<file path="config.mk">
export PLATFORM = sky130hd
export DESIGN_NAME = regfile_wb_arbiter
export DESIGN_NICKNAME = d
export VERILOG_FILES = /design/src/rtl/regfile_pkg.sv /design/src/rtl/rr_arbiter.sv /design/src/rtl/regfile_wb_arbiter.sv
export SDC_FILE = /design/constraint.sdc
export NUM_CORES = 1
export LEC_CHECK = 0
export ABC_AREA = 1
export CORE_MARGIN = 2
export CORE_UTILIZATION = 41
export DETAILED_ROUTE_END_ITERATION = 8
export GPL_TIMING_DRIVEN = 1
export PLACE_DENSITY_LB_ADDON = 0.12
export SLEW_MARGIN = 10
export SYNTH_ARGS = -nofsm -noshare
export SYNTH_HDL_FRONTEND = slang
export SYNTH_HIERARCHICAL = 1
export SYNTH_SLANG_ARGS = --single-unit
</file>
<file path="constraint.sdc">
create_clock -name clk -period 3.08 [get_ports clk]
set_input_delay 0.308 -clock clk [delete_from_list [all_inputs] [get_ports clk]]
set_output_delay 0.308 -clock clk [all_outputs]
set_load 0.02 [all_outputs]
</file>
<file path="src/rtl/regfile_pkg.sv">
// Purpose: shared register-file / writeback widths used by the arbiter, register file and datapath.
// Latency: none (constants only).
// Backpressure: none (constants only).
package regfile_pkg;

    localparam int XLEN       = 32;
    localparam int REG_ADDR_W = 5;
    localparam int NUM_REGS   = 32;
    localparam int NUM_REQ    = 3;
    // A single requester still needs a 1-bit id field.
    localparam int REQ_ID_W   = (NUM_REQ > 1) ? $clog2(NUM_REQ) : 1;

endpackage

</file>
<file path="src/rtl/rr_arbiter.sv">
// Purpose: round-robin grant among N requesters; the pointer moves past the winner on advance.
// Latency: grant/grant_idx are combinational from req and the pointer; the pointer updates at the edge.
// Backpressure: none internally; the pointer holds unless advance is asserted.
//
// Ports: clk, rst (async, active-high); req[N] in; grant[N] one-hot out;
//        grant_idx out (index of the winner); advance in (winner was accepted this cycle).
module rr_arbiter #(
    parameter int N = 3,
    localparam int IDX_W = (N > 1) ? $clog2(N) : 1
) (
    input  logic             clk,
    input  logic             rst,
    input  logic [N-1:0]     req,
    output logic [N-1:0]     grant,
    output logic [IDX_W-1:0] grant_idx,
    input  logic             advance
);

    localparam logic [IDX_W:0] N_W = (IDX_W + 1)'(N);

    logic [IDX_W-1:0] ptr_q;
    logic [IDX_W-1:0] ptr_d;
    logic [IDX_W:0]   cand;
    logic             found;

    // Scan from the pointer upward with wrap; ptr + i < 2N always fits in IDX_W+1 bits.
    always_comb begin
        grant     = '0;
        grant_idx = '0;
        found     = 1'b0;
        cand      = '0;
        for (int i = 0; i < N; i++) begin
            cand = {1'b0, ptr_q} + (IDX_W + 1)'(i);
            if (cand >= N_W) begin
                cand = cand - N_W;
            end
            if (!found && req[cand[IDX_W-1:0]]) begin
                found                   = 1'b1;
                grant[cand[IDX_W-1:0]]  = 1'b1;
                grant_idx               = cand[IDX_W-1:0];
            end
        end
    end

    always_comb begin
        ptr_d = ptr_q;
        if (advance) begin
            ptr_d = (grant_idx == IDX_W'(N - 1)) ? '0 : grant_idx + 1'b1;
        end
    end

    always_ff @(posedge clk or posedge rst) begin
        if (rst) begin
            ptr_q <= '0;
        end else begin
            ptr_q <= ptr_d;
        end
    end

endmodule

</file>
<file path="src/rtl/regfile_wb_arbiter.sv">
// Purpose: arbitrates writeback requesters onto one register-file write port and tracks pending writes.
// Latency: req_ready is combinational; rf_* outputs appear one cycle after the handshake.
// Backpressure: exactly one requester is accepted per cycle; the register file never stalls.
//
// Ports: clk, rst (async, active-high);
//        req_valid/req_rd/req_data in, req_ready out (per requester, packed by index);
//        rsv_valid/rsv_rd in (issue-stage destination reservation);
//        rf_regWrite/rf_rd/rf_writeData out (register-file write port), grant_id out;
//        busy out (bit n set while register n awaits its writeback).
module regfile_wb_arbiter #(
    parameter int NUM_REQ    = regfile_pkg::NUM_REQ,
    parameter int XLEN       = regfile_pkg::XLEN,
    parameter int REG_ADDR_W = regfile_pkg::REG_ADDR_W,
    localparam int ID_W      = (NUM_REQ > 1) ? $clog2(NUM_REQ) : 1
) (
    input  logic                         clk,
    input  logic                         rst,
    input  logic [NUM_REQ-1:0]           req_valid,
    input  logic [NUM_REQ*REG_ADDR_W-1:0] req_rd,
    input  logic [NUM_REQ*XLEN-1:0]      req_data,
    output logic [NUM_REQ-1:0]           req_ready,
    input  logic                         rsv_valid,
    input  logic [REG_ADDR_W-1:0]        rsv_rd,
    output logic                         rf_regWrite,
    output logic [REG_ADDR_W-1:0]        rf_rd,
    output logic [XLEN-1:0]              rf_writeData,
    output logic [ID_W-1:0]              grant_id,
    output logic [31:0]                  busy
);

    import regfile_pkg::*;

    logic [NUM_REQ-1:0]    grant;
    logic [ID_W-1:0]       grant_idx;
    logic                  handshake;
    logic [REG_ADDR_W-1:0] sel_rd;
    logic [XLEN-1:0]       sel_data;

    logic                  wr_en_q,  wr_en_d;
    logic [REG_ADDR_W-1:0] rd_q,     rd_d;
    logic [XLEN-1:0]       data_q,   data_d;
    logic [ID_W-1:0]       gid_q,    gid_d;
    logic [NUM_REGS-1:0]   busy_q,   busy_d;

    rr_arbiter #(.N(NUM_REQ)) u_rr (
        .clk       (clk),
        .rst       (rst),
        .req       (req_valid),
        .grant     (grant),
        .grant_idx (grant_idx),
        .advance   (handshake)
    );

    // Ready must read zero while reset is held, independent of the clock.
    assign req_ready = grant & {NUM_REQ{~rst}};
    assign handshake = |req_ready;

    always_comb begin
        sel_rd   = '0;
        sel_data = '0;
        for (int i = 0; i < NUM_REQ; i++) begin
            if (grant[i]) begin
                sel_rd   = req_rd[i*REG_ADDR_W +: REG_ADDR_W];
                sel_data = req_data[i*XLEN +: XLEN];
            end
        end
    end

    always_comb begin
        // x0 writes still consume a slot and advance the pointer, but never reach the file.
        wr_en_d = handshake && (sel_rd != '0);
        rd_d    = handshake ? sel_rd    : rd_q;
        data_d  = handshake ? sel_data  : data_q;
        gid_d   = handshake ? grant_idx : gid_q;

        // Clear first, then set: a same-cycle reservation of the register being written wins.
        busy_d = busy_q;
        if (wr_en_q) begin
            busy_d[rd_q] = 1'b0;
        end
        if (rsv_valid && (rsv_rd != '0)) begin
            busy_d[rsv_rd] = 1'b1;
        end
        busy_d[0] = 1'b0;
    end

    always_ff @(posedge clk or posedge rst) begin
        if (rst) begin
            wr_en_q <= 1'b0;
            rd_q    <= '0;
            data_q  <= '0;
            gid_q   <= '0;
            busy_q  <= '0;
        end else begin
            wr_en_q <= wr_en_d;
            rd_q    <= rd_d;
            data_q  <= data_d;
            gid_q   <= gid_d;
            busy_q  <= busy_d;
        end
    end

    assign rf_regWrite  = wr_en_q;
    assign rf_rd        = rd_q;
    assign rf_writeData = data_q;
    assign grant_id     = gid_q;
    assign busy         = busy_q;

endmodule

</file>
==> results of run 1 <==
==> report_power, final <==
| group | internal, uW | leakage, uW | switching, uW |
|---|---|---|---|
| Sequential | 1450 | 0.000807 | 283 |
| Combinational | 2100 | 0.00169 | 3160 |
| Clock | 374 | 0.0000921 | 379 |
| Total | 3930 | 0.00259 | 3830 |
==> cells by family (layout without fill, tap and decap cells) <==
kind of cell | Yosys count | after routing
AND/OR/NAND/NOR | 262 | 262
AO/OA/AOI/OAI | 144 | 144
flip-flops | 73 | 73
buffers and inverters | 58 | 248
adder cells (fa/ha/maj) | 4 | 4
other | 1 | 1
==> sequential cells by signal (all words and copies together) (netlist names) <==
register and count:
rf_writeData 32, busy 31, rf_rd 5, grant_id 2, u_rr/ptr_q 2, rf_regWrite 1
==> layout make-up <==
class	count	area [um2]	share of cell area
multi-input combinational	411	2020	0.318
inverter	30	113	0.0177
sequential	73	1830	0.287
clock buffer	9	124	0.0194
timing repair buffer	203	2050	0.322
clock inverter	6	67.6	0.0106
tap	133	166	0.0261
==> worst max-delay path by stage <==
stage / start / end / slack [ns] / cells after the start
CTS: u_rr/ptr_q[0] / req_ready[1] / 0.004 / 11
global placement: req_valid[1] / rf_regWrite / 0.46 / 15
detailed placement: u_rr/ptr_q[0] / rf_regWrite / 0.33 / 16
floorplan: rst / u_rr/ptr_q[0] / 0.15 / 7
finish: u_rr/ptr_q[1] / req_ready[1] / 0.38 / 11
global route: u_rr/ptr_q[1] / rf_regWrite / 0.09 / 16
==> timing repair <==
item                                    CTS  global route
endpoints found under the setup margin    0             4
setup buffers                             0             0
gates resized for setup                   0             5
==> worst max-delay path, cell delays in order (launching register included) <==
cell                             delay [ns]
sky130_fd_sc_hd__dfrtp_1               0.41
sky130_fd_sc_hd__inv_1                 0.12
sky130_fd_sc_hd__ha_1                  0.30
sky130_fd_sc_hd__inv_2                 0.11
sky130_fd_sc_hd__nand2_2               0.07
sky130_fd_sc_hd__nand3_2               0.09
sky130_fd_sc_hd__nand2_4               0.11
sky130_fd_sc_hd__nand4_1               0.16
sky130_fd_sc_hd__o211ai_1              0.19
sky130_fd_sc_hd__inv_2                 0.10
sky130_fd_sc_hd__nor2_2                0.15
sky130_fd_sc_hd__dlymetal6s2s_1        0.25
==> layer usage <==
metal  part of all wire  track usage  vias to the layer above  routed length, um
met4              0.020       0.0782                        0                264
met1               0.42        0.313                     2014               5520
met5                  0            0                        -                  0
li1                   -            -                     2185                  -
met2               0.49        0.425                      168               6450
met3              0.067       0.0526                       20                874
==> cell usage in the layout (no fill, tap or decap), types with 7 or more instances in the layout <==
cell type	Yosys	final
sky130_fd_sc_hd__o21ai_1	7	7
sky130_fd_sc_hd__a31oi_1	19	19
sky130_fd_sc_hd__clkbuf_8	0	9
sky130_fd_sc_hd__dfrtp_1	73	73
sky130_fd_sc_hd__nor2_1	40	40
sky130_fd_sc_hd__inv_2	6	7
sky130_fd_sc_hd__nand2_1	169	169
sky130_fd_sc_hd__inv_1	24	23
sky130_fd_sc_hd__a31oi_2	14	14
sky130_fd_sc_hd__nand3_1	34	33
sky130_fd_sc_hd__o21ai_0	94	94
sky130_fd_sc_hd__clkdlybuf4s50_1	0	192
==> metrics by stage <==
stage,instances,hold WS (ns),area [um2]
6_report,865,0.266,6370
4_1_cts,865,0.244,6350
5_1_grt,865,0.256,6370
3_5_place_dp,850,0.476,6160
2_1_floorplan,542,0.0492,4110
3_3_place_gp,850,0.468,6160
==> impl_results.rst, run 1 <==
.. list-table::
   :header-rows: 1

   * - Metric
     - Value
   * - Status
     - completed
   * - Ratio of final minimum period to clock period
     - 0.877
   * - Worst-path clk slew
     - 0.08 ns
   * - Synth Net Count
     - between 600 and 700
   * - Number of max-slew violations in the final report
     - 0
   * - Yosys warnings
     - 6
   * - #FFs+latches synth
     - 73
   * - Number of maximum-capacitance violations
     - 0
   * - Fill cells
     - 846
   * - Most area-consuming cells after synthesis
     - sky130_fd_sc_hd__dfrtp_1 (44%), sky130_fd_sc_hd__nand2_1 (15%), sky130_fd_sc_hd__o21ai_0 (11%)
   * - Accumulated negative setup slack
     - 0 ns
   * - DP Wirelength
     - 9870 um
   * - Final nets
     - 854
   * - I/O Pins
     - 197
   * - Layout area overhead
     - 54.9%
   * - Arrival time of the worst setup path
     - 2.39 ns
   * - Via count of the first global-routing pass
     - 4352
   * - Overall via count from detail_route
     - 4387
   * - Router iterations before antenna repair
     - 6
   * - Count of unique library cells instantiated by Yosys
     - 28
   * - Endpoint kind of the worst setup timing path
     - primary output
   * - All-Layer GR Usage
     - 0.248
   * - Type of the worst setup path
     - register to primary output
   * - Register area share after synthesis
     - 0.444
   * - Startpoint kind of the worst setup timing path
     - register
   * - Placeable Area
     - 9770 um2
   * - Number of instances in the synthesized netlist
     - 542
   * - Setup violations, final
     - 0
   * - Classification of the worst-slack hold path
     - primary input to async pin
   * - Maximum level of the CTS H-tree
     - 3
   * - Number of buffers created by CTS
     - 9
   * - R2r setup slk
     - 0.41 ns
   * - Post-Route Utilization
     - 0.652
   * - Routed Antenna Nets
     - 0
   * - Cell type contributing the most total cell area after synthesis
     - sky130_fd_sc_hd__dfrtp_1
   * - Portion of netlist area occupied by mux cells
     - 0
   * - Horizontal die dimension
     - approximately 100 um
   * - Count of flip-flops with a built-in enable after synthesis
     - 0
   * - Launch point of the worst reg-to-reg path
     - u_rr/ptr_q[1]
   * - XOR/XNOR Fraction of Synth Area
     - 0
   * - Ys async rst share
     - 1.00
   * - Pwr Density
     - 1220 nW/um2
   * - Share of final-layout standard cells stronger than drive strength 1
     - 0.0874
   * - Slew at the pin with the worst max-slew slack
     - 0.900 ns
   * - Simple-gate area share of the yosys netlist
     - 0.266
   * - Total number of clock tree sinks
     - 73
   * - Max frequency
     - 0.370 GHz
   * - Mean instance size in the synthesized netlist
     - 7.59 um2
   * - Place WS
     - 0.326 ns
   * - GPL Wtd Cong
     - 0.927
   * - Compound-cell area share of the yosys netlist
     - 0.211
   * - Minimum setup slack in the final design
     - 0.378 ns
   * - Min cycle time layout
     - about 2.7 ns
   * - Routed WL
     - 13100 um
   * - Worst vdd rail ir drop
     - 1.51 mV
   * - Cell area after synthesis
     - 4110 um2
   * - Max-slew headroom
     - 0.400
   * - Final count of hold timing violations
     - 0
   * - Std cell rows
     - 36
   * - Length in cells of the worst reg-to-reg path
     - 15
   * - Unrepaired setup endpoints after global routing
     - false
   * - Commonest cells in the netlist
     - sky130_fd_sc_hd__nand2_1 (169), sky130_fd_sc_hd__o21ai_0 (94), sky130_fd_sc_hd__dfrtp_1 (73)
   * - Avg WL per Cell
     - about 15 um
   * - Worst-skew pair later-pin latency
     - approximately 0.34 ns
   * - DR DRC count
     - 0
   * - Capturing point of the worst reg2reg path
     - rf_writeData[3]
   * - Total design power
     - 7750 uW
   * - Share of synthesized cell area in full adder, half adder and majority cells
     - 0.0122
   * - Required time of the worst setup path
     - between 2 and 3 ns
   * - Remaining global-route overflow
     - 0
   * - Pin count of the biggest net entering global routing
     - 72
   * - Combinational family with the most area after synthesis
     - simple AND/OR/NAND/NOR gates
   * - Buffer depth of the longest clock path
     - 2
   * - Top-area cell type share of the netlist area
     - 0.444
   * - Total inserted antenna cells
     - 0
   * - Number of buffer cells added on primary ports
     - ~200
   * - Area of the die
     - 10800 um2
   * - TritonCTS clock tree
     - built
   * - Worst clock skew
     - 0.00750 ns
   * - Prevailing post-synth register cell
     - sky130_fd_sc_hd__dfrtp_1
   * - Number of vias per cell
     - 5.07
   * - Most instantiated library cell after synthesis
     - sky130_fd_sc_hd__nand2_1
   * - Leakage power
     - ~0.0026 uW
   * - DR iter-0 viols
     - 243
   * - Number of antenna violations at the first check in global routing
     - 0
   * - Global-route wire length before repair
     - 21900 um
   * - Top fanout value on the critical path
     - 8
   * - Die extent in y
     - 104 um
   * - Hold Buf Count CTS
     - 0
   * - Starting density of the core
     - 0.421
   * - Cell at the root of the clock tree
     - sky130_fd_sc_hd__clkbuf_8
Power figures use the tool's default switching activity.
==> run 2, diff against run 1 <==
CORE_UTILIZATION = 37   (was 41)
SETUP_SLACK_MARGIN = 0.2   (was not set)
clock period = 2.2 ns   (was 3.08 ns; I/O delays follow)
==> run 2 against run 1 <==
- the run now ends with setup timing left
- design area grew 14%
- sequential power grew 46%
- global-route usage is 1.8 points lower
- routed wire length increased by 13%
- register-to-register slack got worse by 0.67 ns
- utilization up 1.6 points
- die area up 10%
- clock power is 53% higher
- first-iteration DRC count is 3.3% lower
- cell count is 5.9% higher
- non-clock buffer count increased by 41
- count of clock-buffer cells in the layout up 1
- highest routed layer unchanged
==> impl_results.rst, run 2 (synthesized netlist as in run 1, its figures left out) <==
.. list-table::
   :header-rows: 1

   * - Metric
     - Value
   * - Status
     - finished with violations
   * - Violations in the final reports
     - setup timing
   * - Min cycle time layout
     - 2.47 ns
   * - Most common library cell in the layout ignoring fill and taps
     - sky130_fd_sc_hd__clkdlybuf4s50_1
   * - Setup violations, final
     - 45
   * - Critical path, cell by cell
     - ha_4 > inv_4 > nand2_2 > nand3_2 > nand2_4 > nand4_1 > o211ai_1 > buf_4 > inv_4 > nor2_4 > buf_6
   * - DP Wirelength
     - 9760 um
   * - Max frequency
     - roughly 0.4 GHz
   * - Maximum level of the CTS H-tree
     - 3
   * - Total number of clock tree sinks
     - 73
   * - Global-route wire length before repair
     - 21300 um
   * - Horizontal die dimension
     - around 110 um
   * - Number of antenna violations at the first check in global routing
     - 0
   * - Startpoint kind of the worst setup timing path
     - register
   * - Avg WL per Cell
     - roughly 16 um
   * - Multi-input combinational cell area
     - 2370 um2
   * - Pin count of the biggest net entering global routing
     - between 70 and 80
   * - Arrival time of the worst setup path
     - 2.25 ns
   * - Routed Antenna Nets
     - 0
   * - Total design power
     - 14000 uW
   * - TritonCTS clock tree
     - built
   * - Sequential Area
     - 1830 um2
   * - Endpoint kind of the worst setup timing path
     - primary output
   * - Most used cell along the critical path
     - sky130_fd_sc_hd__inv_4
   * - Accumulated negative setup slack
     - -10.26 ns
   * - Top fanout value on the critical path
     - 6
   * - Placed Cells incl. Taps
     - 878
   * - Overall via count from detail_route
     - roughly 4700
   * - Number of vias per cell
     - 5.17
   * - Pwr Density
     - 1940 nW/um2
   * - Share of final-layout standard cells stronger than drive strength 1
     - 0.207
   * - Starting density of the core
     - 0.379
   * - Fill cells
     - 902
   * - Die extent in y
     - 109 um
   * - Worst clock skew
     - between 0.01 and 0.015 ns
   * - Number of max-slew violations in the final report
     - 0
   * - Cell at the root of the clock tree
     - sky130_fd_sc_hd__clkbuf_8
   * - Buffer depth of the longest clock path
     - 2
   * - Router iterations before antenna repair
     - 7
   * - DR DRC count
     - 0
   * - Place WS
     - -0.312 ns
   * - Cell area after placement
     - 6370 um2
   * - Layout area overhead
     - 76.1%
   * - Remaining global-route overflow
     - 0
   * - Leakage power
     - approximately 0.0029 uW
   * - Worst-skew pair later-pin latency
     - between 0.3 and 0.4 ns
   * - Flip-flop count of the largest register after layout
     - 32
   * - I/O Pins
     - 197
   * - Length in cells of the worst reg-to-reg path
     - 17
   * - Placeable Area
     - 10800 um2
   * - All-Layer GR Usage
     - 0.230
   * - Worst vdd rail ir drop
     - 1.40 mV
   * - Ratio of final minimum period to clock period
     - 1.12
   * - Final count of hold timing violations
     - 0
   * - Required time of the worst setup path
     - 1.98 ns
   * - Std cell rows
     - 38
   * - Capturing point of the worst reg2reg path
     - rf_writeData[28]
   * - Number of buffer cells added on primary ports
     - 195
   * - Via count of the first global-routing pass
     - between 4000 and 5000
   * - Final design area excluding fillers
     - 7240 um2
   * - Max-slew headroom
     - 0.399
   * - Launch point of the worst reg-to-reg path
     - u_rr/ptr_q[1]
   * - Unrepaired setup endpoints after global routing
     - true
   * - Cell with the largest stage delay on the worst path
     - sky130_fd_sc_hd__dfrtp_2
   * - Final nets
     - approximately 900
   * - Routed WL
     - 14900 um
   * - Number of maximum-capacitance violations
     - 0
   * - Fin cells
     - roughly 900
   * - Type of the worst setup path
     - register to primary output
   * - Slowest cell delay on critical path
     - 0.48 ns
   * - Number of buffers created by CTS
     - 9
   * - Total inserted antenna cells
     - 0
   * - R2r setup slk
     - -0.26 ns
   * - Hold Buf Count CTS
     - 0
   * - Commonest cells after routing, fill and taps aside
     - sky130_fd_sc_hd__clkdlybuf4s50_1 (192), sky130_fd_sc_hd__nand2_1 (165), sky130_fd_sc_hd__o21ai_0 (92), sky130_fd_sc_hd__dfrtp_1 (72), sky130_fd_sc_hd__buf_4 (32)
   * - Classification of the worst-slack hold path
     - primary input to async pin
   * - GPL Wtd Cong
     - ~0.94
   * - Worst-path clk slew
     - 0.09 ns
   * - Minimum setup slack in the final design
     - -0.271 ns
   * - Slew at the pin with the worst max-slew slack
     - 0.902 ns
   * - Area of the die
     - 12000 um2
   * - DR iter-0 viols
     - 235
==> run 2: changes by cell type in the layout (fill, tap and decap cells not counted), moves of 6 or more <==
cell	delta
sky130_fd_sc_hd__nor2_2	+9
sky130_fd_sc_hd__inv_4	+6
sky130_fd_sc_hd__nor2_1	-27
sky130_fd_sc_hd__buf_6	+8
sky130_fd_sc_hd__buf_4	+27
sky130_fd_sc_hd__nor2_4	+18
==> run 2: area by class of cell <==
type                       count  area share
multi-input combinational    412       0.328
timing repair buffer         244       0.347
timing repair inverter         1    0.000864
sequential                    73       0.252
inverter                      30      0.0188
clock buffer                  10      0.0190
tap                          140      0.0242
clock inverter                 6      0.0100
==> run 2: routing by layer <==
layer / part of all wire / wire length, um / vias to the layer above / GRT usage
met5: 0 / 0 / - / 0
met4: 0.020 / 300 / 0 / 0.0976
met3: 0.073 / 1080 / 25 / 0.0557
met2: 0.51 / 7530 / 182 / 0.387
met1: 0.40 / 5950 / 2252 / 0.281
li1: - / - / 2279 / -
==> run 2: critical path: cells and delay by family, from the launching register on <==
kind,cells,cell delay (ns)
DFF,1,0.48
adders and majority gates,1,0.33
and+or+nand+nor,5,0.51
AOI/OAI and AO/OA,1,0.13
buffers and inverters,4,0.41
==> run 2: repair_timing <==
action                     CTS  global route
cloned                       3             6
setup buffers                9             4
gates resized for setup     63            50
pin swaps                   11            16
setup endpoints to repair   45            45
==> run 2: per-stage QoR <==
step,hold WS [ns],utilization
after floorplan,-0.0388,-
after global placement,0.454,0.587
after detailed placement,0.465,0.587
after CTS,0.214,0.633
after global routing,0.267,0.668
final,0.222,0.668
==> run 2: worst max path at each step <==
stage / to / startpoint
finish: req_ready[1] / u_rr/ptr_q[1]
global route: req_ready[1] / u_rr/ptr_q[1]
CTS: req_ready[1] / u_rr/ptr_q[1]
detailed placement: req_ready[1] / u_rr/ptr_q[1]
global placement: req_ready[1] / req_valid[2]
floorplan: u_rr/ptr_q[0] / u_rr/ptr_q[0]
==> run 2: report_power, final <==
| part | switching [uW] | total (uW) | internal, uW |
|---|---|---|---|
| clock network | 577 | 1150 | 568 |
| logic | 5660 | 10400 | 4700 |
| registers | 487 | 2520 | 2030 |
==> run 3, diff against run 2 <==
CTS_CLUSTER_DIAMETER = 60   (was not set)
clock period = 2.25 ns   (was 2.2 ns; I/O delays follow)
==> run 3 against run 2 <==
- the run still ends with setup timing left
- worst hold slack better by 0.057 ns
- design area down 3.1%
- non-clock buffer count down 2
- highest routed layer unchanged
==> impl_results.rst, run 3 (synthesized netlist as in run 1, its figures left out) <==
.. list-table::
   :header-rows: 1

   * - Metric
     - Value
   * - Slew at the pin with the worst max-slew slack
     - 0.906 ns
   * - Number of maximum-capacitance violations
     - 0
   * - Final count of hold timing violations
     - 0
   * - Horizontal die dimension
     - 109 um
   * - Total number of clock tree sinks
     - 73
   * - Status
     - finished with violations
   * - Type of the worst setup path
     - register to register
   * - Hold Buf Count CTS
     - 0
   * - Number of buffer cells added on primary ports
     - between 150 and 200
   * - Pwr Density
     - about 1800 nW/um2
   * - Startpoint kind of the worst setup timing path
     - register
   * - Buffer depth of the longest clock path
     - 2
   * - Cell at the root of the clock tree
     - sky130_fd_sc_hd__clkbuf_8
   * - Wire length on met2
     - between 7000 and 8000 um
   * - Number of max-slew violations in the final report
     - 0
   * - Accumulated negative setup slack
     - -4.65 ns
   * - Flip-flop count of the largest register after layout
     - 32
   * - Endpoint kind of the worst setup timing path
     - register
   * - Maximum level of the CTS H-tree
     - 3
   * - Top fanout value on the critical path
     - 7
   * - TritonCTS clock tree
     - built
   * - Fill cells
     - 936
   * - Worst hold slack after final layout
     - around 0.28 ns
   * - Minimum setup slack in the final design
     - -0.149 ns
   * - Unrepaired setup endpoints after global routing
     - true
   * - Overall via count from detail_route
     - 4700
   * - Place WS
     - -0.252 ns
   * - Top Metal Used
     - met4
   * - Pin count of the biggest net entering global routing
     - 72
   * - Setup violations, final
     - 44
   * - Required time of the worst setup path
     - 2.49 ns
   * - Router iterations before antenna repair
     - 5
   * - Via count of the first global-routing pass
     - 4318
   * - Starting density of the core
     - 0.379
   * - Max frequency
     - 0.417 GHz
   * - Final nets
     - 894
   * - Worst-skew pair later-pin latency
     - about 0.35 ns
   * - Worst clock skew
     - 0.00913 ns
   * - Die extent in y
     - 109 um
   * - Avg WL per Cell
     - roughly 16 um
   * - Routed WL
     - around 14000 um
   * - Violations in the final reports
     - setup timing
   * - Total inserted antenna cells
     - 0
   * - DR iter-0 viols
     - 232
   * - Commonest cells after routing, fill and taps aside
     - sky130_fd_sc_hd__clkdlybuf4s50_1 (192), sky130_fd_sc_hd__nand2_1 (165), sky130_fd_sc_hd__o21ai_0 (82), sky130_fd_sc_hd__dfrtp_1 (72), sky130_fd_sc_hd__buf_4 (35)
   * - I/O Pins
     - approximately 200
   * - Placeable Area
     - about 11000 um2
   * - Remaining global-route overflow
     - 0
   * - Worst vdd rail ir drop
     - 1.08 mV
   * - Std cell rows
     - 38
   * - M1 wire length
     - 5640 um
   * - Global-route wire length before repair
     - 21000 um
   * - Total design power
     - 12900 uW
   * - Share of final-layout standard cells stronger than drive strength 1
     - 0.190
   * - Routed Antenna Nets
     - 0
   * - Post-Route Utilization
     - 0.647
   * - Min cycle time layout
     - between 2 and 2.5 ns
   * - Length in cells of the worst reg-to-reg path
     - 17
   * - Number of vias per cell
     - 5.15
   * - All-Layer GR Usage
     - 0.225
   * - Area of the die
     - between 10000 and 15000 um2
   * - DP Wirelength
     - 9830 um
   * - Number of antenna violations at the first check in global routing
     - 0
   * - Max-slew headroom
     - 0.396
   * - Number of buffers created by CTS
     - 9
   * - DR DRC count
     - 0
   * - Ratio of final minimum period to clock period
     - 1.07
   * - Leakage power
     - 0.00282 uW
   * - Classification of the worst-slack hold path
     - primary input to async pin
   * - Layout area overhead
     - 70.6%
   * - Met3 wirelength from detailed routing
     - 1100 um
   * - Worst-path clk slew
     - 0.08 ns
   * - GPL Wtd Cong
     - 0.905
   * - Arrival time of the worst setup path
     - 2.64 ns
   * - Most common library cell in the layout ignoring fill and taps
     - sky130_fd_sc_hd__clkdlybuf4s50_1
==> run 3: worst paths after layout <==
path | from | to | slack, ns
setup / recovery | u_rr/ptr_q[0] | rf_writeData[0] | -0.15
hold / removal | rst | u_rr/ptr_q[0] | 0.28
setup reg to reg | u_rr/ptr_q[0] | rf_writeData[0] | -0.15
hold reg to reg | grant_id[1] | grant_id[1] | 0.48
max in group asynchronous | rst | rf_writeData[17] | 0.89
min in group clk | req_data[90] | rf_writeData[26] | 0.43
==> run 3: cell type report <==
class | instances | area (um2) | area share
multi-input combinational | 411 | 2180 | 0.311
clock inverter | 6 | 45.0 | 0.00642
clock buffer | 9 | 124 | 0.0177
tap | 140 | 175 | 0.0250
sequential | 73 | 1830 | 0.261
timing repair inverter | 1 | 11.3 | 0.00161
timing repair buffer | 242 | 2520 | 0.359
inverter | 30 | 136 | 0.0194
==> run 3: critical path, cell delays in order (launching register included) <==
cell                       delay (ns)
sky130_fd_sc_hd__dfrtp_1         0.40
sky130_fd_sc_hd__inv_2           0.08
sky130_fd_sc_hd__ha_4            0.33
sky130_fd_sc_hd__inv_6           0.06
sky130_fd_sc_hd__nand2_2         0.06
sky130_fd_sc_hd__nand3_2         0.07
sky130_fd_sc_hd__nand2_2         0.09
sky130_fd_sc_hd__inv_1           0.06
sky130_fd_sc_hd__nand3_1         0.06
sky130_fd_sc_hd__o211ai_1        0.13
sky130_fd_sc_hd__inv_2           0.12
sky130_fd_sc_hd__nor2_4          0.04
sky130_fd_sc_hd__buf_4           0.14
sky130_fd_sc_hd__nor2_4          0.15
sky130_fd_sc_hd__nand2_8         0.11
sky130_fd_sc_hd__buf_4           0.19
sky130_fd_sc_hd__nor2_1          0.14
sky130_fd_sc_hd__a31oi_2         0.05
==> run 3: metal layers <==
metal  up-vias  track usage
li1       2267            -
met1      2220        0.277
met2       184        0.382
met3        29       0.0522
met4         0       0.0895
met5         -            0
==> run 3: stage by stage <==
step	std cells	area (um2)
after global placement	880	6380
after detailed placement	880	6380
after floorplan	542	4160
after global routing	912	7010
after CTS	905	6810
final	912	7010
==> run 3: timing repair <==
item,CTS,global route
gates resized for setup,59,31
gates cloned,5,3
setup buffers,5,4
pin swaps,9,12
endpoints found under the hold margin,0,0
setup endpoints to repair,45,45
==> run 3: report_power, final <==
group	switching [uW]	internal, uW
logic	5130	4450
registers	416	1990
clock network	529	397
total	6070	6830
